**src/rtl/gat_feat_readout.sv**
```systemverilog
// Drains the GAT new-feature BRAM into a valid/ready stream: sweeps port B with
// byte addresses and absorbs the fixed read latency in a credit-limited FIFO.
module gat_feat_readout #(
    parameter int NEW_FEATURE_WIDTH  = 32,
    parameter int NUM_SUBGRAPHS      = 2708,
    parameter int NUM_FEATURE_OUT    = 16,
    parameter int NEW_FEATURE_DEPTH  = NUM_SUBGRAPHS * NUM_FEATURE_OUT,
    parameter int NEW_FEATURE_ADDR_W = $clog2(NEW_FEATURE_DEPTH),
    parameter int RD_LAT             = 2,
    parameter int FIFO_DEPTH         = 4
) (
    input  logic                            clk,
    input  logic                            rst_n,
    input  logic                            start,
    input  logic [NEW_FEATURE_ADDR_W:0]     num_words,
    input  logic                            gat_ready,
    output logic [NEW_FEATURE_ADDR_W+1:0]   feat_bram_addrb,
    input  logic [NEW_FEATURE_WIDTH-1:0]    feat_bram_dout,
    output logic [NEW_FEATURE_WIDTH-1:0]    m_tdata,
    output logic                            m_tvalid,
    input  logic                            m_tready,
    output logic                            m_tlast,
    output logic                            busy,
    output logic                            done
);

    localparam int AW   = NEW_FEATURE_ADDR_W;
    localparam int NW   = NEW_FEATURE_ADDR_W + 1;
    localparam int PW   = (FIFO_DEPTH > 1) ? $clog2(FIFO_DEPTH) : 1;
    localparam int CNTW = $clog2(FIFO_DEPTH + 1);
    localparam int IW   = $clog2(RD_LAT + 1);
    localparam int OW   = $clog2(FIFO_DEPTH + RD_LAT + 1);

    typedef enum logic [2:0] {
        S_IDLE,
        S_WAIT_RDY,
        S_READ,
        S_DRAIN,
        S_FINISH
    } state_t;

    state_t                     r_state;
    logic [NW-1:0]              r_n_req;
    logic [AW-1:0]              r_rd_idx;
    logic [NW-1:0]              r_out_idx;
    logic                       r_last_acc;
    logic                       r_busy;
    logic                       r_done;
    logic [RD_LAT-1:0]          r_tag;
    logic [NEW_FEATURE_WIDTH-1:0] r_mem [FIFO_DEPTH];
    logic [PW-1:0]              r_wptr;
    logic [PW-1:0]              r_rptr;
    logic [CNTW-1:0]            r_count;

    logic [NW-1:0]              w_nsat;
    logic [NW-1:0]              w_last_idx;
    logic [IW-1:0]              w_inflight;
    logic [OW-1:0]              w_occ;
    logic                       w_issue;
    logic                       w_push;
    logic                       w_pop;

    function automatic logic [PW-1:0] f_inc(input logic [PW-1:0] p);
        return (p == PW'(FIFO_DEPTH - 1)) ? '0 : p + PW'(1);
    endfunction

    assign w_nsat     = (num_words > NW'(NEW_FEATURE_DEPTH)) ? NW'(NEW_FEATURE_DEPTH) : num_words;
    assign w_last_idx = r_n_req - NW'(1);

    always_comb begin
        w_inflight = '0;
        for (int unsigned i = 0; i < RD_LAT; i++) begin
            w_inflight = w_inflight + IW'(r_tag[i]);
        end
    end

    // Credit covers both buffered words and reads still in the BRAM pipe.
    assign w_occ   = OW'(r_count) + OW'(w_inflight);
    assign w_issue = (r_state == S_READ) && (w_occ < OW'(FIFO_DEPTH));
    assign w_push  = r_tag[RD_LAT-1];
    assign w_pop   = (r_count != '0) && m_tready;

    assign feat_bram_addrb = {r_rd_idx, 2'b00};
    assign m_tvalid        = (r_count != '0);
    assign m_tdata         = r_mem[r_rptr];
    assign m_tlast         = m_tvalid && (r_out_idx == w_last_idx);
    assign busy            = r_busy;
    assign done            = r_done;

    always_ff @(posedge clk or negedge rst_n) begin
        if (!rst_n) begin
            r_state    <= S_IDLE;
            r_n_req    <= '0;
            r_rd_idx   <= '0;
            r_out_idx  <= '0;
            r_last_acc <= 1'b0;
            r_busy     <= 1'b0;
            r_done     <= 1'b0;
        end else begin
            r_done <= 1'b0;
            if (w_pop) begin
                r_out_idx <= r_out_idx + NW'(1);
                if (m_tlast) begin
                    r_last_acc <= 1'b1;
                end
            end
            case (r_state)
                S_IDLE: begin
                    if (start) begin
                        r_n_req    <= w_nsat;
                        r_rd_idx   <= '0;
                        r_out_idx  <= '0;
                        r_last_acc <= 1'b0;
                        if (w_nsat == '0) begin
                            r_state <= S_FINISH;
                        end else begin
                            r_state <= S_WAIT_RDY;
                            r_busy  <= 1'b1;
                        end
                    end
                end
                S_WAIT_RDY: begin
                    if (gat_ready) begin
                        r_state <= S_READ;
                    end
                end
                S_READ: begin
                    if (w_issue) begin
                        // Hold the final address rather than stepping past the range.
                        if ({1'b0, r_rd_idx} == w_last_idx) begin
                            r_state <= S_DRAIN;
                        end else begin
                            r_rd_idx <= r_rd_idx + AW'(1);
                        end
                    end
                end
                S_DRAIN: begin
                    if ((w_inflight == '0) && (r_count == '0) && r_last_acc) begin
                        r_state <= S_FINISH;
                    end
                end
                S_FINISH: begin
                    r_done  <= 1'b1;
                    r_busy  <= 1'b0;
                    r_state <= S_IDLE;
                end
                default: r_state <= S_IDLE;
            endcase
        end
    end

    always_ff @(posedge clk or negedge rst_n) begin
        if (!rst_n) begin
            r_tag <= '0;
        end else begin
            r_tag[0] <= w_issue;
            for (int unsigned i = 1; i < RD_LAT; i++) begin
                r_tag[i] <= r_tag[i-1];
            end
        end
    end

    always_ff @(posedge clk or negedge rst_n) begin
        if (!rst_n) begin
            for (int unsigned i = 0; i < FIFO_DEPTH; i++) begin
                r_mem[i] <= '0;
            end
            r_wptr  <= '0;
            r_rptr  <= '0;
            r_count <= '0;
        end else begin
            if (w_push) begin
                r_mem[r_wptr] <= feat_bram_dout;
                r_wptr        <= f_inc(r_wptr);
            end
            if (w_pop) begin
                r_rptr <= f_inc(r_rptr);
            end
            case ({w_push, w_pop})
                2'b10:   r_count <= r_count + CNTW'(1);
                2'b01:   r_count <= r_count - CNTW'(1);
                default: r_count <= r_count;
            endcase
        end
    end

endmodule

```
**config.mk**
```make
export PLATFORM = sky130hd
export DESIGN_NAME = gat_feat_readout
export DESIGN_NICKNAME = d
export VERILOG_FILES = /design/src/rtl/gat_feat_readout.sv
export SDC_FILE = /design/constraint.sdc
export NUM_CORES = 1
export LEC_CHECK = 0
export ABC_CLOCK_PERIOD_IN_PS = 3400
export CORE_MARGIN = 4
export CORE_UTILIZATION = 57
export CTS_BUF_LIST = sky130_fd_sc_hd__clkbuf_4 sky130_fd_sc_hd__clkbuf_8 sky130_fd_sc_hd__clkbuf_16
export DETAILED_ROUTE_END_ITERATION = 6
export GPL_ROUTABILITY_DRIVEN = 0
export HOLD_SLACK_MARGIN = 0.08
export MAX_ROUTING_LAYER = met4
export PLACE_DENSITY_LB_ADDON = 0.12
export SLEW_MARGIN = 0
export SYNTH_ARGS = -nofsm -noshare
export SYNTH_HDL_FRONTEND = slang
export SYNTH_SLANG_ARGS = --single-unit
```
**constraint.sdc**
```tcl
create_clock -name clk -period 3.4 [get_ports clk]
set_input_delay 0.68 -clock clk [delete_from_list [all_inputs] [get_ports clk]]
set_output_delay 0.68 -clock clk [all_outputs]
set_load 0.02 [all_outputs]
```
==> run metrics <==
status finished, violations left; failing checks setup timing; worst setup margin -0.135 ns; clock slew at reported path FFs about 0.070 ns; Antenna Cells 0; DR iter-0 viols around 390; largest net degree at the start of global routing 66; Tcrit/Tclk final 104%; Simple-Gate Fraction of Synth Area 11.5%; setup violators final 1; TritonCTS buffer count 17; crit path DAT 2.86 ns; Non-Filler Instances ~1200; chip width 139 µm; htree depth 4; gate count of the mapped netlist between 700 and 800; RSZ-0062 raised after global routing true; CTS max path bufs 2; Layout Nets 986; Leak 0.00497 µW; Ys Warns 0; GR Util met2 slightly below 40%; dpl hpwl 16000 µm; slew margin rel. around 61%; Post-Synth Adder-Cell Area 1.73%; number of antenna violations at the first check in global routing 0; top cell family by delay on the critical path simple AND/OR/NAND/NOR gates; share of layout cells above drive strength 1 between 30% and 40%; clk root buf clkbuf_16; clock latency on the worst-skew pair 0.43 ns; Ports 108; Worst Path Buf+Inv 3; drt drc 0; Worst-Margin Slew 0.591 ns; First-pass DRT Iterations 4; Most Frequent Cell on Critical Path buf_4; Post-Route WL 22600 µm; hold-fix buffers at CTS 0; Routed WL per cell between 15 and 20 µm; sequential area share after synthesis 49.2%; vias in the first global route 7249; TritonCTS clock tree done; mux cell area share after synthesis between 20% and 30%; crit-path cells buf_4, inv_1, ha_2, or3b_4, or4_4, xnor2_1, nor4_1, nand3_1, nor3b_2, buf_4; clk_skew between 0.01 and 0.015 ns; Post-Synth XOR/XNOR Area 5.87%; fin area 11900 µm²; Max Freq 283 MHz; Tot GR Track Use about a quarter; min-delay worst type in -> async; Crit Path Class reg -> out; die area 19400 µm²; VDD IR max 0.570 mV; antenna-violating nets left 0; Port Buffer Count 105; CP peak stage delay 0.44 ns; P per Cell Area 948 nW/µm²; commonest non-fill, non-tap cell in the layout dfrtp_1; flop-to-flop setup slack between 0.1 and 0.15 ns; max-slew violation count 0; Rows 47; setup_tns -0.135 ns; # clock sinks roughly 190; Worst R2R Path Depth 13; met3 usage in global routing under 10%; first-pass GRT wire length roughly 37000 µm; WP data required between 2 and 3 ns; Max-Cap Viols 0; most frequent cells in the layout dfrtp_1, mux2_2, clkdlybuf4s50_1; FF-to-FF Start r_n_req[1]; core area 16800 µm²; Vias/cell 5.94; total power 11300 µW; # placed instances 1120; Cell Area, Synth 9820 µm²; min Tclk post-route 3.54 ns; starting density of the core 58.6%; Synth async-reset ratio 100%; main combinational cell family by area after synthesis multiplexers; most crowded layer after global routing met2; met1 Usage GRT 32.4%; CP endpoint kind output pin; total gr overflow 0; Area Overhead vs Synth 21.3%; final hold violations 0; die height 139 µm; syn avg cell area 12.4 µm²; main flop type after synthesis dfrtp_1; post-synth cell types 68; #FFs+latches synth 193; Max FO, Critical Path 3; via count 6841; FF-to-FF End r_rd_idx[5]; Synth Area in Compound Gates 6.00%; number of synthesized flops with an enable pin 0; Post-Place Cell Area 11300 µm²; Worst Setup Start Kind flop; Slowest cell on crit path or4_4
[per-stage QoR]
| stage | hold WS [ns] | worst slack [ns] | utilization (%) |
|---|---|---|---|
| after floorplan | 0.380 | 0.191 | - |
| after global placement | 0.390 | -0.206 | 67.6 |
| after detailed placement | 0.400 | -0.261 | 67.6 |
| after CTS | 0.240 | -0.157 | 71.1 |
| after global routing | 0.261 | -0.288 | 71.1 |
| final | 0.220 | -0.135 | 71.1 |
[how the worst max path moves through the flow]
| stage | from | end | slack [ns] | cells past startpoint |
|---|---|---|---|---|
| 6_report | r_n_req[1] | m_tlast | -0.14 | 10 |
| 5_1_grt | r_n_req[1] | m_tlast | -0.29 | 10 |
| 4_1_cts | r_n_req[1] | m_tlast | -0.16 | 10 |
| 3_5_place_dp | r_n_req[0] | m_tlast | -0.26 | 7 |
| 3_3_place_gp | r_n_req[0] | m_tlast | -0.21 | 7 |
| 2_1_floorplan | r_n_req[2] | m_tlast | 0.19 | 8 |
[cells by family (layout without fill, tap and decap cells)]
kind of cell / count (synthesis) / count (layout)
simple gates: 205 / 205
flops: 193 / 193
mux: 164 / 164
compound gates: 83 / 83
buf+inv: 70 / 207
xor+xnor: 65 / 65
fa+ha+maj: 13 / 13
other cells: 1 / 2
[timing repair]
action	in CTS	in global routing
resized for setup	8	3
setup endpoints to repair	1	16
pin swaps	2	2
buffers inserted	0	0
[sequential cells by signal, summed over array words and instances, names as in the netlist]
name        flops
r_mem         128
r_state         3
r_rptr          2
r_count         3
r_wptr          2
r_n_req        17
r_out_idx      17
r_last_acc      1
busy            1
r_tag           2
done            1
r_rd_idx       16
[metal layers]
| layer | part of all wire [%] | vias to the layer above |
|---|---|---|
| met1 | 43 | 3471 |
| met4 | 1.7 | 0 |
| met5 | 0 | - |
| met2 | 51 | 217 |
| met3 | 4.4 | 36 |
| li1 | - | 3117 |
[synth_stat cells (2+ instances only)]
master,count,share of area (%)
o21a_1,2,0.15
nand2_1,37,1.4
buf_1,16,0.61
o31ai_1,2,0.15
inv_1,19,0.73
nand4_1,17,1.1
mux4_2,32,7.3
or3_1,20,1.3
buf_4,3,0.23
nor3_1,12,0.61
dfrtp_1,193,49
ha_1,12,1.5
and4b_1,2,0.20
nand2b_1,5,0.32
a21oi_1,19,0.97
mux2_2,128,15
or4_4,2,0.23
nand4b_1,4,0.36
mux2_4,2,0.31
a31oi_1,4,0.25
buf_2,3,0.15
buf_6,2,0.23
o21ai_2,10,0.89
nor2_1,44,1.7
nor4_2,3,0.38
nor4_1,5,0.32
mux2i_1,2,0.20
or4b_2,2,0.20
xor2_1,33,2.9
nor3b_1,3,0.23
clkbuf_1,25,0.96
o21ai_1,4,0.20
xnor2_1,31,2.8
and3_1,10,0.64
nor2b_1,2,0.13
a21oi_2,9,0.80
a22o_1,9,0.80
nor4b_1,4,0.36
and2_1,3,0.19
nand3_1,19,0.97
o21ai_0,11,0.56
or4_1,3,0.23
[final cells by class]
class                      count  area (µm²)
fill                        1170        4840
sequential                   193        4830
multi-input combinational    532        4710
timing repair buffer         155        1450
clock buffer                  19         447
tap                          220         275
clock inverter                13         125
inverter                      20        75.1
[power by group]
part | internal, µW | switching [µW] | total (µW)
clock | 991 | 908 | 1900
sequential | 3280 | 646 | 3920
combinational | 2950 | 2520 | 5470
(Power assumes the default switching activity.)
